--- config.mk ---
export PLATFORM = sky130hd
export DESIGN_NAME = button_debounce
export DESIGN_NICKNAME = d
export VERILOG_FILES = /design/src/rtl/button_debounce_pkg.sv /design/src/rtl/sync_2ff.sv /design/src/rtl/button_debounce.sv
export SDC_FILE = /design/constraint.sdc
export NUM_CORES = 1
export LEC_CHECK = 0
export CORE_UTILIZATION = 31
export CTS_BUF_LIST = sky130_fd_sc_hd__clkbuf_2
export DETAILED_ROUTE_END_ITERATION = 12
export GPL_TIMING_DRIVEN = 1
export SLEW_MARGIN = 25
export SYNTH_ARGS = -nofsm -noshare
export SYNTH_HDL_FRONTEND = slang
export SYNTH_HIERARCHICAL = 1
export SYNTH_SLANG_ARGS = --single-unit
--- constraint.sdc ---
create_clock -name clk -period 2.1 [get_ports clk]
set_clock_uncertainty 0.05 [all_clocks]
set_input_delay 0.42 -clock clk [delete_from_list [all_inputs] [get_ports clk]]
set_output_delay 0.42 -clock clk [all_outputs]
set_load 0.005 [all_outputs]
--- src/rtl/button_debounce_pkg.sv ---
// rtl/button_debounce_pkg.sv - shared debounce constants, state encodings and helpers
package button_debounce_pkg;

    localparam int DB_STABLE_CYCLES = 500000;
    localparam int DB_CNT_W         = 19;

    typedef logic [1:0] db_state_t;

    localparam logic [1:0] ST_IDLE_LOW  = 2'd0;
    localparam logic [1:0] ST_WAIT_HIGH = 2'd1;
    localparam logic [1:0] ST_IDLE_HIGH = 2'd2;
    localparam logic [1:0] ST_WAIT_LOW  = 2'd3;

    function automatic logic [7:0] sat_inc8(input logic [7:0] value);
        return (value == 8'hFF) ? value : value + 8'd1;
    endfunction

endpackage

--- src/rtl/sync_2ff.sv ---
// rtl/sync_2ff.sv - two-flop synchronizer for a single asynchronous level
module sync_2ff (
    input  logic clk,
    input  logic rst,
    input  logic d,
    output logic q
);

    logic meta;

    always_ff @(posedge clk or posedge rst) begin
        if (rst) begin
            meta <= 1'b0;
            q    <= 1'b0;
        end else begin
            meta <= d;
            q    <= meta;
        end
    end

endmodule

--- src/rtl/button_debounce.sv ---
// rtl/button_debounce.sv - push-button debouncer with rise pulse and glitch counter
module button_debounce
    import button_debounce_pkg::*;
#(
    parameter int STABLE_CYCLES = DB_STABLE_CYCLES,
    parameter int CNT_W         = DB_CNT_W
) (
    input  logic       clk,
    input  logic       rst,
    input  logic       btn_in,
    output logic       btn_out,
    output logic       btn_rise,
    output logic [7:0] glitch_cnt
);

    localparam logic [CNT_W-1:0] CNT_LAST = CNT_W'(STABLE_CYCLES - 1);

    logic             sync_q;
    db_state_t        state;
    logic [CNT_W-1:0] cnt;

    sync_2ff u_sync (
        .clk (clk),
        .rst (rst),
        .d   (btn_in),
        .q   (sync_q)
    );

    // Entry into a WAIT state counts as the first stable cycle, so acceptance
    // lands STABLE_CYCLES edges after entry.
    always_ff @(posedge clk or posedge rst) begin
        if (rst) begin
            state      <= ST_IDLE_LOW;
            cnt        <= '0;
            btn_out    <= 1'b0;
            btn_rise   <= 1'b0;
            glitch_cnt <= 8'd0;
        end else begin
            btn_rise <= 1'b0;
            case (state)
                ST_IDLE_LOW: begin
                    if (sync_q) begin
                        state <= ST_WAIT_HIGH;
                        cnt   <= '0;
                    end
                end
                ST_WAIT_HIGH: begin
                    if (!sync_q) begin
                        state      <= ST_IDLE_LOW;
                        glitch_cnt <= sat_inc8(glitch_cnt);
                    end else if (cnt == CNT_LAST) begin
                        state    <= ST_IDLE_HIGH;
                        btn_out  <= 1'b1;
                        btn_rise <= 1'b1;
                    end else begin
                        cnt <= cnt + CNT_W'(1);
                    end
                end
                ST_IDLE_HIGH: begin
                    if (!sync_q) begin
                        state <= ST_WAIT_LOW;
                        cnt   <= '0;
                    end
                end
                ST_WAIT_LOW: begin
                    if (sync_q) begin
                        state      <= ST_IDLE_HIGH;
                        glitch_cnt <= sat_inc8(glitch_cnt);
                    end else if (cnt == CNT_LAST) begin
                        state   <= ST_IDLE_LOW;
                        btn_out <= 1'b0;
                    end else begin
                        cnt <= cnt + CNT_W'(1);
                    end
                end
                default: begin
                    state <= ST_IDLE_LOW;
                    cnt   <= '0;
                end
            endcase
        end
    end

endmodule

After elaboration in Yosys (flattened, before gate mapping)
Cells that the tools add are included.
- register bits: 33
- input port bits: 3
- logic and storage cells: 55
- equality and inequality tests: 15
- add/sub/neg operators: 2
- muxes and demuxes: 25
- reductions and logical operators: 6
- operators with widths (cell ; count):
    19-bit two-way mux ; 5
    19-bit one-hot mux with 4 select lines ; 1
    8-bit two-way mux ; 3
    19-bit by 1-bit adder with 19-bit output (second input constant) ; 1
    19-bit equality test (second input constant) ; 1
    8-bit one-hot mux with 2 select lines ; 1
    2-bit two-way mux ; 6
    2-bit inequality test (second input constant) ; 5
    8-bit by 1-bit adder with 8-bit output (second input constant) ; 1
    8-bit equality test (second input constant) ; 1
    2-bit one-hot mux with 4 select lines ; 1
    4-bit AND reduction ; 2
    1-bit two-way mux ; 7
    2-bit by 1-bit inequality test with 1-bit output (second input constant) ; 3
    5-bit AND reduction ; 1
    2-bit equality test (second input constant) ; 2
    3-bit by 2-bit inequality test with 1-bit output (second input constant) ; 1
    3-bit inequality test (second input constant) ; 1
    3-bit AND reduction ; 1
    2-bit by 1-bit equality test with 1-bit output (second input constant) ; 1
    2-bit zero test ; 1
    1-bit one-hot mux with 2 select lines ; 1
    2-bit nonzero test ; 1

Logic depth before layout (Yosys ltp)
Gate-level depths: netlist of the first run.
- word-level depth: 4
- mapped depth: 6

Modules after synthesis
The synthesis of the first run kept the hierarchy.
- modules (own cells, without submodules) (module ; seq. area each (um^2) ; cells each ; area each (um^2) ; instances):
    button_debounce ; 775.7 ; 180 ; 1878.1 ; 1
    sync_2ff ; 50.0 ; 3 ; 53.8 ; 1

Worst setup path after synthesis of the first run
Ideal clock, no wire load.
- kind: register -> register
- start: reg cnt[0]
- end: reg cnt[18]
- stages on the path, launching flop included: 6
- setup time: 124 ps
- buffers on the path: 0
- setup slack: 384 ps
- clock period less this slack: 1716 ps
- arrival time: 1542 ps
- cell sequence: dfrtp_1 -> ha_1 -> nand4_2 -> nor4_2 -> a21oi_1 -> a211o_1
- cells in the longest elaborated chain, start to end: 4
- elaborated cells on any way between the ends: 6
- those cells by class: add/sub: 1; eq/ne: 1; mux: 4
- RTL lines (item ; RTL line ; text):
    start: declaration ; button_debounce.sv:20 ; logic [CNT_W-1:0] cnt;
    start signal: assignment ; button_debounce.sv:56 ; cnt <= cnt + CNT_W'(1);
    start signal: assignment ; button_debounce.sv:73 ; cnt <= cnt + CNT_W'(1);
    19-bit by 1-bit adder with 19-bit output / 19-bit equality test (equally long branches) ; - ;
    19-bit two-way mux * ; button_debounce.sv:51, button_debounce.sv:69 ;
    19-bit two-way mux (on tied branches) ; button_debounce.sv:66, button_debounce.sv:48 ;
    19-bit one-hot mux with 4 select lines * ; button_debounce.sv:40 ; case (state)
Mark *: on every way between the ends. The rest lies on a longest branch, timed or not. The select of a mux whose other input is x is not followed.
A chain may end at the register's enable or synchronous reset.

Final worst setup path of the first run
Same ends and word-level chain as after synthesis.

==> results of run 1 <==
[cell type report]
type / instances / area share [%]
flip-flops and latches: 33 / 37.6
inverters: 7 / 1.31
clock buffers: 6 / 1.37
well taps: 75 / 4.28
clock inverters: 2 / 0.456
multi-input cells: 132 / 46.4
repair buffers: 21 / 8.56
[metal layers]
| metal | GRT usage (%) | vias up |
|---|---|---|
| li1 | - | 722 |
| met1 | 18.0 | 744 |
| met2 | 21.8 | 21 |
| met3 | 3.93 | 7 |
| met4 | 6.07 | 0 |
| met5 | 0 | - |
[synth_stat cells, types with 2 or more instances]
library cell / instances
dfrtp_1: 33
ha_1: 2
a211o_1: 2
a21oi_1: 6
nand2_1: 17
and2_1: 5
and3_1: 3
and4_1: 3
mux2i_1: 3
o21ai_0: 5
nand3_1: 9
buf_6: 2
inv_1: 6
clkbuf_1: 6
a31oi_1: 9
a22o_1: 2
o41ai_2: 5
o2bb2ai_1: 2
nor4_1: 3
xor2_1: 6
nor3_1: 6
nor2_1: 6
nand4_2: 3
nand4_1: 6
nor4_2: 4
buf_2: 3
[power by group]
group / internal [mW] / switching (mW) / total (mW)
sequential: 0.712 / 0.109 / 0.821
combinational: 0.183 / 0.131 / 0.315
clock: 0.0835 / 0.223 / 0.306
total: 0.979 / 0.463 / 1.44
[logic make-up (layout without fill, tap and decap cells)]
family | count (synthesis) | after routing | synth area share (%)
muxes | 5 | 5 | 2.91
xor gates and xnor gates | 9 | 9 | 4.86
and+or+nand+nor | 76 | 76 | 25.6
adders and majority gates | 2 | 2 | 1.30
buffers and inverters | 18 | 36 | 4.60
AOI/OAI and AO/OA | 40 | 40 | 17.9
DFF | 33 | 33 | 42.7
[worst max-delay path by stage]
stage | to | cells after the start | startpoint | slack, ns
6_report | cnt[18] | 5 | cnt[0] | 0.24
5_1_grt | cnt[18] | 5 | cnt[0] | 0.08
4_1_cts | cnt[18] | 5 | cnt[0] | 0.22
3_5_place_dp | cnt[18] | 5 | cnt[0] | 0.27
3_3_place_gp | cnt[18] | 5 | cnt[1] | 0.30
2_1_floorplan | cnt[18] | 5 | cnt[0] | 0.38
[sequential cells by signal (all words and copies together), names as in the netlist, named ones only]
signal / cells
btn_out: 1
btn_rise: 1
cnt: 19
glitch_cnt: 8
state: 1
u_sync/meta: 1
u_sync/q: 1
[critical path, cell delays in order (launching register included)]
cell,delay [ns]
dfrtp_1,0.47
ha_1,0.28
nand4_2,0.16
nor4_2,0.41
a21oi_1,0.12
a211o_1,0.27
[stage by stage]
stage | hold WS, ns | cell area, sq um | instances
finish | 0.149 | 2190 | 276
global route | 0.132 | 2190 | 276
CTS | 0.143 | 2190 | 276
detailed placement | 0.292 | 2150 | 268
global placement | 0.285 | 2150 | 268
floorplan | 0.111 | 1930 | 183
==> impl_metrics.json, run 1 <==
{
  "antenna_cells": 0,
  "reg2reg_slack_ns": 0.24,
  "worst_slack_ns": 0.235,
  "die-height_um": 80.9,
  "via_per_inst": 5.41,
  "fp-row-count": 28,
  "setup.worst_path.end_class": "flop",
  "reg2reg_to": "cnt[18]",
  "wl_per_cell_um": 14.6,
  "drt_iter0_drc": 95,
  "clockRootBuffer": "clkbuf_2",
  "layout_common_cells": "dfrtp_1, nand2_1, clkdlybuf4s50_1",
  "criticalPathCategory": "flop to flop",
  "multi_input_area_sq_um": 1020,
  "hold_path.class": "input port to asynchronous set/reset pin",
  "drtAntennaViolNets": 0,
  "pin_count": 13,
  "cts_resized": 0,
  "io_buffers": 12,
  "period_minus_slack_ns": 1.86,
  "synthArstFlopShare_pct": 100,
  "clock_sinks": 33,
  "leakagePower_nw": 0.979,
  "peakVddDrop_mv": 0.504,
  "drc_errors": 0,
  "synth_top_area_share_pct": 42.7,
  "vias": 1494,
  "yosysSeqAreaShare_pct": 42.7,
  "worst_ep_required_time_ns": 2.33,
  "wl_met3_um": 133,
  "drive_above_1_share_pct": 21.4,
  "cp_max_fo": 6,
  "total_power_mw": 1.44,
  "clk_pin_slew_ns": 0.16,
  "synth.area.top_cells": "dfrtp_1, o41ai_2, nand2_1",
  "cts_tree": "built",
  "postCtsSetupBuffers": 0,
  "initial_utilization_pct": 32.4,
  "antenna_found_initial": 0,
  "top_layer": "met4",
  "rsz0062_at_grt": "false",
  "tightest_slew_ns": 0.488,
  "area_growth_pct": 13.5,
  "synth_edf_count": 0,
  "grt_pass1_vias": 1439,
  "htree_levels": 2,
  "core_region_area_sq_um": 5960,
  "max-slew-margin-rel_pct": 67.4,
  "grt_usage_pct": 14.0,
  "grt.overflow.total": 0,
  "clock_latency_ns": 0.39,
  "dp_slack_ns": 0.273,
  "max-cap-violations": 0,
  "postSynthAreaPerCell_sq_um": 10.6,
  "fin_util_pct": 36.8,
  "cp.arrival_ns": 2.09,
  "hold_viol_final": 0,
  "ctsHoldBuffers": 0,
  "mostFrequentLayoutCell": "dfrtp_1",
  "cts_buffer_depth": 2,
  "place_congestion": 0.796,
  "die_w_um": 80.9,
  "grt_start_max_net_pins": 32,
  "ys.flop_type": "dfrtp_1",
  "wl_met2_um": 1810,
  "yosysTopAreaCell": "dfrtp_1",
  "yosysWarnings": 6,
  "setup_tns_ns": 0,
  "clock.fmax_ghz": 0.536,
  "cp-start-kind": "flop",
  "ys_types": 52,
  "drt_wl_total_um": 4030,
  "outcome": "finished clean",
  "rr_startpoint": "cnt[0]",
  "pwr_density_cell_nw_per_um2": 657,
  "synth_area_sq_um": 1930,
  "setup_viol": 0,
  "ys_seq_elements": 33,
  "cts_buffers": 5,
  "syn-num-nets": 188,
  "ff_latch_area_sq_um": 826,
  "wl_met1_um": 2010,
  "fill_cells": 612,
  "grt_pass1_wl_um": 6950,
  "dieArea_sq_um": 6550,
  "syn_inst": 183,
  "slew_violations": 0,
  "hpwlAfterDp_um": 2810,
  "period_share_pct": 88.8,
  "r2r_cells": 5,
  "nets": 205,
  "first_pass_iters": 4
}
No activity file was read; power rests on OpenSTA's default activity.
==> inputs of run 2 (changes only) <==
--- a/config.mk
+++ b/config.mk
@@ -5,10 +5,11 @@
 export SDC_FILE = /design/constraint.sdc
 export NUM_CORES = 1
 export LEC_CHECK = 0
-export CORE_UTILIZATION = 31
+export CORE_UTILIZATION = 61
 export CTS_BUF_LIST = sky130_fd_sc_hd__clkbuf_2
 export DETAILED_ROUTE_END_ITERATION = 12
 export GPL_TIMING_DRIVEN = 1
+export PLACE_DENSITY = 0.82
 export SLEW_MARGIN = 25
 export SYNTH_ARGS = -nofsm -noshare
 export SYNTH_HDL_FRONTEND = slang
==> run 2 against run 1 <==
Net effect:
- wire length barely moved
- clock power fell by 2%
- die area fell by 48%
- flip-flop and latch count did not move
- maximum frequency fell by 3.8%
- hold slack improved by 0.013 ns
- combinational power barely moved
- critical path depth did not move
- critical endpoint is now cnt[14]
- design area fell by 2.8%
- non-clock buffer count fell by 5
- total power fell by 0.41%
- sequential share of layout area rose by 1.1 points
==> impl_metrics.json, run 2 (synthesis gave the netlist of run 1 again) <==
{
  "fp-row-count": 20,
  "period_minus_slack_ns": 1.94,
  "clk_pin_slew_ns": 0.16,
  "cts_buffers": 5,
  "cts_resized": 0,
  "cp_max_fo": 6,
  "worst_slack_ns": 0.162,
  "hold_viol_final": 0,
  "clock_sinks": 33,
  "max-slew-margin-rel_pct": 60.9,
  "peakVddDrop_mv": 0.546,
  "reg_top3": "cnt: 19 flops, glitch_cnt: 8 flops",
  "regMostFlops": "cnt",
  "hpwlAfterDp_um": 2790,
  "setup_viol": 0,
  "first_pass_iters": 4,
  "nets": 200,
  "cp.arrival_ns": 2.16,
  "cts_tree": "built",
  "grt.overflow.total": 0,
  "initial_utilization_pct": 63.8,
  "period_share_pct": 92.3,
  "pwr_density_cell_nw_per_um2": 673,
  "pin_count": 13,
  "postCtsSetupBuffers": 0,
  "drc_errors": 0,
  "slew_violations": 0,
  "max-cap-violations": 0,
  "drive_above_1_share_pct": 19.9,
  "cp-endpoint": "cnt[14]",
  "tightest_slew_ns": 0.585,
  "crit_start": "cnt[0]",
  "clockRootBuffer": "clkbuf_2",
  "rsz0062_at_grt": "false",
  "largest_reg_flops": 19,
  "wl_per_cell_um": 16.8,
  "antenna_cells": 0,
  "criticalPathCategory": "flop to flop",
  "rr_startpoint": "cnt[0]",
  "htree_levels": 2,
  "clock_latency_ns": 0.38,
  "antenna_found_initial": 0,
  "mostFrequentLayoutCell": "dfrtp_1",
  "core_region_area_sq_um": 3030,
  "place_congestion": 0.856,
  "vias": 1518,
  "layout_common_cells": "dfrtp_1, nand2_1, clkdlybuf4s50_1",
  "reg2reg_to": "cnt[14]",
  "die_w_um": 58.3,
  "grt_usage_pct": 27.6,
  "total_power_mw": 1.44,
  "die-height_um": 58.3,
  "io_buffers": 12,
  "cp-start-kind": "flop",
  "ctsHoldBuffers": 0,
  "via_per_inst": 6.33,
  "dp_slack_ns": 0.197,
  "drtAntennaViolNets": 0,
  "grt_pass1_wl_um": 6970,
  "outcome": "finished clean",
  "grt_start_max_net_pins": 32,
  "setup_tns_ns": 0,
  "dieArea_sq_um": 3400,
  "area_growth_pct": 10.4,
  "clock.fmax_ghz": 0.516,
  "leakagePower_nw": 0.972,
  "reg2reg_slack_ns": 0.16,
  "r2r_cells": 5,
  "drt_wl_total_um": 4030,
  "drt_iter0_drc": 56,
  "worst_ep_required_time_ns": 2.33,
  "cts_buffer_depth": 2,
  "hold_path.class": "input port to asynchronous set/reset pin",
  "fin_util_pct": 70.4,
  "setup.worst_path.end_class": "flop",
  "grt_pass1_vias": 1509
}
run 2: cell count changes in the layout (fill, tap and decap cells not counted):
cell     before  now
nor4b_2       0    1
buf_4         9    4
nor4b_1       1    0
nor4_4        1    2
nor4_2        4    3
run 2: critical path: stages, from the launching register on:
cell and delay [ns]:
dfrtp_1 0.48, ha_1 0.27, nand4_2 0.27, nor4_1 0.49, a2bb2oi_1 0.20, o21ai_0 0.09
run 2: report_power, final:
group	leakage, nW	total, mW	switching [mW]	internal, mW
combinational	0.498	0.312	0.132	0.180
clock	0.0327	0.300	0.216	0.0836
sequential	0.441	0.824	0.112	0.712
total	0.972	1.44	0.460	0.976
run 2: worst min-delay path by stage:
stage,cells past startpoint,startpoint,endpoint,slack [ns]
after floorplan,1,rst,u_sync/meta,0.11
after global placement,0,u_sync/meta,u_sync/q,0.29
after detailed placement,0,u_sync/meta,u_sync/q,0.32
after CTS,2,rst,u_sync/meta,0.14
after global routing,2,rst,u_sync/meta,0.13
final,2,rst,u_sync/meta,0.16
run 2: cell type report:
cell class | instances | area (sq um)
sequential | 33 | 826
inverter | 7 | 28.8
timing repair buffer | 16 | 150
clock inverter | 2 | 10.0
fill | 244 | 896
clock buffer | 6 | 30.0
tap | 44 | 55.1
multi-input combinational | 132 | 1030
run 2: metrics by stage:
step                hold WS [ns]  instances  instance area (sq um)
global route               0.134        240                   2130
floorplan                  0.111        183                   1930
global placement           0.287        232                   2080
finish                     0.162        240                   2130
detailed placement         0.316        232                   2080
CTS                        0.140        240                   2120
run 2: layer usage:
layer | global-route usage [%] | vias to the layer above | wire (um) | share of wire (%)
li1 | - | 712 | - | -
met1 | 33.6 | 746 | 1690 | 42
met2 | 46.6 | 52 | 2040 | 51
met3 | 7.81 | 8 | 243 | 6.0
met4 | 10.5 | 0 | 60 | 1.5
met5 | 0 | - | 0 | 0
==> inputs of run 3 (changes only) <==
--- a/config.mk
+++ b/config.mk
@@ -15,3 +15,4 @@
 export SYNTH_HDL_FRONTEND = slang
 export SYNTH_HIERARCHICAL = 1
 export SYNTH_SLANG_ARGS = --single-unit
+export TNS_END_PERCENT = 1
==> constraint.sdc (replaced) <==
create_clock -name clk -period 2.15 [get_ports clk]
set_clock_uncertainty 0.05 [all_clocks]
set_input_delay 0.43 -clock clk [delete_from_list [all_inputs] [get_ports clk]]
set_output_delay 0.43 -clock clk [all_outputs]
set_load 0.005 [all_outputs]
==> run 3 against run 2 <==
Net effect:
- worst setup slack gained 0.036 ns
- largest power group unchanged
- non-clock buffer count grew 1
- utilization grew 0.41 points
- design area grew 0.59%
- critical endpoint unchanged
- total power grew 5.2%
- largest cell class unchanged
- critical path type unchanged
- register-to-register slack gained 0.04 ns
- count of clock-buffer cells in the layout shrank 1
==> impl_metrics.json, run 3 (synthesis gave the netlist of run 1 again) <==
{
  "outcome": "finished clean",
  "cts_buffers": 5,
  "drtAntennaViolNets": 0,
  "path_cells": "ha_1 > nand4_2 > nor4_1 > a2bb2oi_1 > o21ai_0",
  "antenna_found_initial": 0,
  "regMostFlops": "cnt",
  "antenna_cells": 0,
  "place_congestion": 0.874,
  "slowest_stage": "nor4_1",
  "tightest_slew_ns": 0.549,
  "placed_area_sq_um": 2080,
  "hold_path.class": "input port to asynchronous set/reset pin",
  "hpwlAfterDp_um": 2810,
  "cp_max_fo": 6,
  "worst_ep_required_time_ns": 2.36,
  "clock.fmax_ghz": 0.512,
  "hold_viol_final": 0,
  "layout_common_cells": "dfrtp_1, nand2_1, clkdlybuf4s50_1",
  "clockRootBuffer": "clkbuf_2",
  "pin_count": 13,
  "drive_above_1_share_pct": 19.4,
  "dieArea_sq_um": 3400,
  "wl_per_cell_um": 16.7,
  "pwr_density_cell_nw_per_um2": 704,
  "grt_start_max_net_pins": 32,
  "max-slew-margin-rel_pct": 63.4,
  "clk_pin_slew_ns": 0.19,
  "criticalPathCategory": "flop to flop",
  "first_pass_iters": 4,
  "htree_levels": 2,
  "cp.arrival_ns": 2.16,
  "dp_slack_ns": 0.252,
  "setup_tns_ns": 0,
  "fp-row-count": 20,
  "period_minus_slack_ns": 1.95,
  "clock_sinks": 33,
  "setup.worst_path.end_class": "flop",
  "die_w_um": 58.3,
  "io_buffers": 12,
  "clock_latency_ns": 0.39,
  "cts_buffer_depth": 2,
  "cp-start-kind": "flop",
  "slowest_delay_ns": 0.49,
  "drt_wl_total_um": 4000,
  "worst_slack_ns": 0.199,
  "fin_area_sq_um": 2140,
  "drc_errors": 0,
  "period_share_pct": 90.8,
  "grt_usage_pct": 27.4,
  "grt_pass1_vias": 1514,
  "leakagePower_nw": 0.966,
  "reg_top3": "cnt: 19 flops, glitch_cnt: 8 flops",
  "slew_violations": 0,
  "rsz0062_at_grt": "false",
  "via_per_inst": 6.34,
  "die-height_um": 58.3,
  "core_region_area_sq_um": 3030,
  "drt_iter0_drc": 53,
  "mostFrequentLayoutCell": "dfrtp_1",
  "nets": 201,
  "largest_reg_flops": 19,
  "setup_viol": 0,
  "initial_utilization_pct": 63.8,
  "max-cap-violations": 0,
  "hold_slack_ns": 0.185,
  "peakVddDrop_mv": 0.527,
  "cts_resized": 0,
  "cts_tree": "built",
  "area_growth_pct": 11.0,
  "grt.overflow.total": 0,
  "fin_util_pct": 70.8,
  "vias": 1522,
  "grt_pass1_wl_um": 6940,
  "postCtsSetupBuffers": 0,
  "ctsHoldBuffers": 0
}
==> run 3: changes by cell type in the layout (fill, tap and decap cells not counted), sizes merged <==
cell	change
clkbuf	-1
buf	+1
clkinv	-1
bufinv	+1
==> run 3: worst paths after layout <==
| kind | startpoint | cells after the start | slack (ns) | end |
|---|---|---|---|---|
| hold reg to reg | u_sync/meta | 0 | 0.32 | u_sync/q |
| min in group clk | u_sync/meta | 0 | 0.32 | u_sync/q |
| max in group asynchronous | rst | 3 | 1.34 | cnt[5] |
| hold / removal | rst | 2 | 0.19 | u_sync/meta |
| setup / recovery | cnt[1] | 5 | 0.20 | cnt[14] |
| setup reg to reg | cnt[1] | 5 | 0.20 | cnt[14] |
==> run 3: layout make-up <==
type | count | area [sq um]
clock buffer | 5 | 25.0
clock inverter | 2 | 35.0
fill | 233 | 883
inverter | 7 | 28.8
multi-input combinational | 132 | 1020
sequential | 33 | 826
tap | 44 | 55.1
timing repair buffer | 17 | 158
==> run 3: report_power, final <==
part           switching, mW  internal [mW]  total [mW]
Sequential             0.106          0.696       0.801
Clock                  0.211          0.189       0.400
Combinational          0.132          0.177       0.309
Total                  0.448           1.06        1.51
==> run 3: metal layers <==
layer	GRT usage [%]	up-vias	wire length (um)
li1	-	714	-
met1	31.7	748	1650
met2	45.2	50	2060
met3	10.0	10	212
met4	12.6	0	70
met5	0	-	0
==> run 3: metrics by stage <==
step,instances,power (mW)
after floorplan,183,0.964
after global placement,233,1.11
after detailed placement,233,1.12
after CTS,240,1.53
after global routing,240,1.59
final,240,1.51
==> run 3: worst max-delay path, delay by kind of cell, from the launching register on <==
family | cells | cell delay (ns)
AO/OA/AOI/OAI | 2 | 0.29
adder cells (fa/ha/maj) | 1 | 0.28
flip-flops | 1 | 0.46
AND/OR/NAND/NOR | 2 | 0.74
